### src/rtl/shot_logic.sv
// Shot resolution for the light-gun game: fire-edge detection, hitbox test,
// per-round shot budget, saturating score and muzzle-flash/cooldown lockout.
module shot_logic #(
  parameter int DUCK_W          = 64,
  parameter int DUCK_H          = 64,
  parameter int SHOTS           = 3,
  parameter int FLASH_FRAMES    = 6,
  parameter int COOLDOWN_FRAMES = 15
) (
  input  logic        clk_slw,
  input  logic        rst,
  input  logic        fire_btn,
  input  logic        round_start,
  input  logic [10:0] sniper_x,
  input  logic [10:0] sniper_y,
  input  logic [10:0] duck_x,
  input  logic [10:0] duck_y,
  input  logic        duck_alive,
  output logic        hit,
  output logic        miss,
  output logic [1:0]  shots_left,
  output logic [9:0]  score,
  output logic        flash
);

  typedef enum logic [2:0] {
    IDLE,
    READY,
    FLASH,
    COOLDOWN,
    EMPTY
  } state_t;

  localparam logic [11:0] BOX_W      = 12'(DUCK_W);
  localparam logic [11:0] BOX_H      = 12'(DUCK_H);
  localparam logic [4:0]  FLASH_LOAD = 5'(FLASH_FRAMES - 1);
  localparam logic [4:0]  COOL_LOAD  = 5'(COOLDOWN_FRAMES - 1);
  localparam logic [1:0]  SHOT_LOAD  = 2'(SHOTS);
  localparam logic [9:0]  SCORE_MAX  = 10'd999;

  state_t      state;
  logic [4:0]  timer;
  logic        fire_q;
  logic        fire_edge;
  logic        on_target;
  logic [11:0] sx, sy, x_lo, y_lo, x_hi, y_hi;

  // Bounds are widened to 12 bits so a duck near the right/bottom edge of
  // the 11-bit coordinate space never wraps its far edge back to zero.
  always_comb begin
    sx        = {1'b0, sniper_x};
    sy        = {1'b0, sniper_y};
    x_lo      = {1'b0, duck_x};
    y_lo      = {1'b0, duck_y};
    x_hi      = x_lo + BOX_W;
    y_hi      = y_lo + BOX_H;
    fire_edge = fire_btn & ~fire_q;
    on_target = duck_alive && (sx >= x_lo) && (sx < x_hi) &&
                (sy >= y_lo) && (sy < y_hi);
  end

  always_ff @(posedge clk_slw) begin
    if (rst) begin
      state      <= IDLE;
      timer      <= '0;
      fire_q     <= 1'b0;
      hit        <= 1'b0;
      miss       <= 1'b0;
      flash      <= 1'b0;
      shots_left <= '0;
      score      <= '0;
    end else begin
      fire_q <= fire_btn;
      hit    <= 1'b0;
      miss   <= 1'b0;
      if (round_start) begin
        // A new round wins over a coincident shot; that shot is dropped.
        state      <= READY;
        shots_left <= SHOT_LOAD;
        timer      <= '0;
        flash      <= 1'b0;
      end else begin
        unique case (state)
          IDLE, EMPTY: flash <= 1'b0;
          READY: begin
            if (fire_edge && shots_left != 2'd0) begin
              hit        <= on_target;
              miss       <= ~on_target;
              shots_left <= shots_left - 2'd1;
              timer      <= FLASH_LOAD;
              flash      <= 1'b1;
              state      <= FLASH;
              if (on_target && score != SCORE_MAX)
                score <= score + 10'd1;
            end
          end
          FLASH: begin
            if (timer == 5'd0) begin
              timer <= COOL_LOAD;
              flash <= 1'b0;
              state <= COOLDOWN;
            end else begin
              timer <= timer - 5'd1;
            end
          end
          COOLDOWN: begin
            if (timer == 5'd0)
              state <= (shots_left != 2'd0) ? READY : EMPTY;
            else
              timer <= timer - 5'd1;
          end
          default: begin
            state <= IDLE;
            flash <= 1'b0;
          end
        endcase
      end
    end
  end

endmodule

### config.mk
export PLATFORM = sky130hd
export DESIGN_NAME = shot_logic
export DESIGN_NICKNAME = d
export VERILOG_FILES = /design/src/rtl/shot_logic.sv
export SDC_FILE = /design/constraint.sdc
export NUM_CORES = 1
export LEC_CHECK = 0
export ABC_CLOCK_PERIOD_IN_PS = 6800
export CORE_MARGIN = 3
export CORE_UTILIZATION = 51
export DETAILED_ROUTE_END_ITERATION = 12
export PLACE_DENSITY = 0.86
export SLEW_MARGIN = 20
export SYNTH_ARGS = -nofsm -noshare
export SYNTH_HDL_FRONTEND = slang
export SYNTH_SLANG_ARGS = --single-unit
export TNS_END_PERCENT = 50
### constraint.sdc
create_clock -name clk_slw -period 6.8 [get_ports clk_slw]
set_input_delay 1.02 -clock clk_slw [delete_from_list [all_inputs] [get_ports clk_slw]]
set_output_delay 1.02 -clock clk_slw [all_outputs]
set_load 0.01 [all_outputs]
* Yosys cells after proc, flatten, opt, wreduce, memory -nomap -nowiden *
Index checks and enable logic that the tools add are counted.

storage, ports and cells
  flip-flop bits (word level) = 24
  logic and storage cells = 76

cells by class
  $add $sub $neg = 5
  order comparisons = 4
  equality and inequality tests = 13
  mux-type cells = 16
  bitwise logic cells = 8
  reductions and logical operators = 21

operators by type and width
  cell                                               number
  adder 11 x 7 -> 12 bit (second input constant)     2
  less-than comparator 11 x 12 -> 1 bit              2
  >= comparator 11 bit                               2
  2-to-1 mux 5 bit                                   3
  case mux 5 bit (3 select lines)                    1
  2-to-1 mux 3 bit                                   4
  case mux 3 bit (4 select lines)                    1
  AND reduction 4 bit                                3
  adder 10 x 1 -> 10 bit (second input constant)     1
  inequality test 10 bit (second input constant)     1
  inequality test 2 bit (second input constant)      5
  inequality test 3 bit (second input constant)      3
  NOT 1 bit                                          7
  == test 3 x 2 -> 1 bit (second input constant)     2
  logical AND 1 bit                                  6
  2-to-1 mux 2 bit                                   3
  AND reduction 3 bit                                2
  nonzero test 2 bit                                 3
  logical NOT 5 bit                                  1
  subtractor 5 x 1 -> 5 bit (second input constant)  1
  OR reduction 2 bit                                 2
  OR reduction 4 bit                                 1
  == test 3 x 1 -> 1 bit (second input constant)     1
  == test 3 bit (second input constant)              1
  7 further kinds                                    9

* Logic depth before layout (Yosys ltp) *
  depth in word-level cells = 7
  gate-level depth with buffers = 12
  depth with buffers taken out = 11

* Least setup slack after synthesis *
No wires, ideal clock.

  path kind = input to register
  start point = input duck_y[6]
  end point = register score[3]
  arrival time = 2.974 ns
  required time = 6.729 ns
  slack = 3.755 ns
  stages = 11
  buffers on the path = 1
  cells stage by stage = ha_1 -> xnor2_1 -> ha_1 -> a21oi_1 -> a21boi_0 -> o31ai_1 -> o211a_1 -> nand4_1 -> buf_6 -> or3_1 -> a21oi_1

between the ends
  longest elaborated chain between the ends = 5

ends and longest elaborated chain
  element                                                                            line    RTL
  start, declared                                                                    17      input logic [10:0] duck_y,
  adder 11 x 7 -> 12 bit / >= comparator 11 bit (equally long branches)              56, 59
  less-than comparator 11 x 12 -> 1 bit / logical AND 1 bit (equally long branches)  59, 58
  logical AND 1 bit (*)                                                              59      (sy >= y_lo) && (sy < y_hi);
  logical AND 1 bit (*)                                                              93      if (on_target && score != SCORE_MAX)
  AND reduction 4 bit (no line) (*)                                                  -
  end signal, assigned                                                               94      score <= score + 10'd1;
  end, declared                                                                      22      output logic [9:0] score,

Every way passes the cells marked *; elsewhere a longest branch is shown, timed or not.
A chain may end at the register's enable or synchronous reset.

* Final worst setup path *
  start point = input duck_y[6]
  end point = register score[8]

Same word-level chain as after synthesis.

==> impl_metrics.env <==
export IMPL_status="complete, no violations"
export IMPL_cp_end_kind="register"
export IMPL_place_inst=366
export IMPL_io_buffers=63
export IMPL_cts_setup_buffers=0
export IMPL_dpl_hpwl_mm=4.21
export IMPL_cts_tree="built"
export IMPL_powerDensity_nw_per_um2=135
export IMPL_r2r_slack_ns=3.87
export IMPL_period_minus_slack_ns=3.84
export IMPL_rsz0062_at_grt="no"
export IMPL_final_layout_size_suffix_gt1_share_pct=4.04
export IMPL_crit_fanout=12
export IMPL_grt_ovfl_total=0
export IMPL_grt_pass1_wl_mm=9.03
export IMPL_cp_arrival_ns=4.03
export IMPL_slew_violations=0
export IMPL_nets=409
export IMPL_core_area_um2=3800
export IMPL_synth_warnings=0
export IMPL_ys_top_cells_by_area="dfxtp_1, ha_1, a21oi_1"
export IMPL_ir_drop_mv=0.112
export IMPL_drt_total_wl_mm=5.28
export IMPL_via_count=2119
export IMPL_post_drt_wl_per_cell_um=14.3
export IMPL_power_switching_uw=98.8
export IMPL_synth_area_per_cell_um2=7.99
export IMPL_syn_nets=346
export IMPL_final_common_cell="clkdlybuf4s50_1"
export IMPL_grtUsageTotal_pct=21.8
export IMPL_clockBufferDepth=2
export IMPL_combPwrFrac_pct=28.7
export IMPL_synth_cells=260
export IMPL_die_w_um=69.8
export IMPL_synthFlopType="dfxtp_1"
export IMPL_relSlewSlack_pct=47.5
export IMPL_instances_no_fill=370
export IMPL_numCtsBuffers=3
export IMPL_power_frac_seq_pct=38.3
export IMPL_gp_congestion=0.878
export IMPL_critical_path_class="in -> reg"
export IMPL_hold_viol_final=0
export IMPL_firstDrtPassIters=4
export IMPL_syn_to_final_growth_pct=35.3
export IMPL_synth_top_cell_by_area="dfxtp_1"
export IMPL_die_area_um2=4870
export IMPL_synth_top_cell_area_share_pct=23.1
export IMPL_cts_resized=0
export IMPL_fp_row_count=22
export IMPL_dp_slack_ns=2.77
export IMPL_drtIter0Drc=96
export IMPL_synth_edff_count=0
export IMPL_clkLatencyLatePin_ns=0.27
export IMPL_drv_cap=0
export IMPL_drt_vias_per_instance=5.73
export IMPL_diodes=0
export IMPL_final_cell_mix="clkdlybuf4s50_1, ha_1, inv_1"
export IMPL_fin_setup_tns_ns=0
export IMPL_path_clk_slew_ns=0.08
export IMPL_htree_levels=1
export IMPL_start_util_pct=54.7
export IMPL_worstMarginPinSlew_ns=0.777
export IMPL_die_y_um=69.8
export IMPL_synth_cell_types=49
export IMPL_worstPathRequired_ns=6.99
export IMPL_power_frac_clock_pct=33.0
export IMPL_synth_seq_cells=24
export IMPL_antenna_found_initial=0
export IMPL_switching_share_pct=26.0
export IMPL_p_int_uw=281
export IMPL_p_leak_nw=1.21
export IMPL_grt_pass1_vias=2044
export IMPL_placed_area_um2=2740
export IMPL_worst_slack_ns=2.96
export IMPL_seq_area_frac_synth_pct=23.1
export IMPL_grt_start_max_net_pins=17
export IMPL_final_area_um2=2810
export IMPL_hp_class="reg -> reg"
export IMPL_fill_cells=309
export IMPL_numClockSinks=24
export IMPL_setup_violations_final=0
export IMPL_postRouteAntennaNets=0
export IMPL_period_share_pct=56.5
export IMPL_io_pins=64
export IMPL_fmax_ghz=0.260
export IMPL_drc=0
export IMPL_synthArstFlopShare_pct=0
export IMPL_holdBufCountCts=0
export IMPL_cts_root_buf="clkbuf_8"
export IMPL_cp_start_kind="primary input"
export IMPL_clock_skew_final_ns=0.00129
export IMPL_synth_area_um2=2080
-- cell families after synthesis --
logic type | Yosys count | synth area share (%)
AOI/OAI and AO/OA | 65 | 18.9
xor gates and xnor gates | 8 | 3.37
adders and majority gates | 37 | 22.3
buffers and inverters | 35 | 6.81
DFF | 24 | 23.1
muxes | 1 | 0.482
and+or+nand+nor | 90 | 25.0
-- metrics by stage --
stage               hold slack (ns)  utilization, %  total power [mW]
detailed placement            0.444            72.1             0.257
global placement              0.435            72.1             0.253
global route                  0.462            74.0             0.399
CTS                           0.456            74.0             0.381
finish                        0.453            74.0             0.380
floorplan                     0.430               -             0.208
-- power groups by stage --
stage	sequential, mW	combinational [mW]	clock (mW)
3_3_place_gp	0.149	0.104	0
2_1_floorplan	0.149	0.0591	0
3_5_place_dp	0.149	0.108	0
4_1_cts	0.146	0.109	0.127
5_1_grt	0.146	0.122	0.131
6_report	0.146	0.109	0.125
-- cells in the mapped netlist, types with 2 or more instances --
library cell   n
nand2_1        8
o31ai_1        2
nand4_1        9
clkbuf_1       2
a21o_1         3
ha_1          37
dfxtp_1       24
and2_1         2
nor2_1        24
or3_2          2
xnor2_1        7
and3_1         5
nor3_1         5
nand3_1       10
a211oi_1       4
inv_1         30
a21oi_1       29
nand2b_1       5
o21ai_0       15
or3_1          5
buf_2          2
nor2b_1        2
o211a_1        2
-- area by class of cell --
cell class | instances | area [um^2] | share of cell area (%)
clock buffer | 3 | 41.3 | 1.47
tap | 48 | 60.1 | 2.14
timing repair buffer | 63 | 631 | 22.4
sequential | 24 | 480 | 17.1
multi-input combinational | 201 | 1460 | 51.8
clock inverter | 1 | 30.0 | 1.07
inverter | 30 | 113 | 4.01
-- registers in the layout (all words and copies together) (netlist names) --
| signal | count |
|---|---|
| miss | 1 |
| hit | 1 |
| shots_left | 2 |
| flash | 1 |
| score | 10 |
| timer | 5 |
| state | 3 |
| fire_q | 1 |
-- final timing paths --
kind,startpoint,endpoint,depth (start not counted)
min,timer[4],timer[4],1
min reg2reg,timer[4],timer[4],1
max reg2reg,shots_left[0],score[8],9
max,duck_y[6],score[8],11
-- worst max-delay path, cell delays in order --
cell,delay (ns)
clkdlybuf4s50_1,0.48
ha_1,0.27
xnor2_1,0.14
ha_1,0.31
a21oi_1,0.14
a21boi_0,0.09
o31ai_1,0.23
o211a_1,0.24
nand4_1,0.36
or3_2,0.60
a21oi_1,0.15
-- routing by layer --
layer / routed length [um] / up-vias / global-route usage (%)
met5: 0 / - / 0
met4: 93 / 0 / 6.60
met3: 289 / 9 / 3.33
met2: 2380 / 72 / 34.7
met1: 2520 / 975 / 30.1
li1: - / 1063 / -
(Power assumes the default switching activity.)
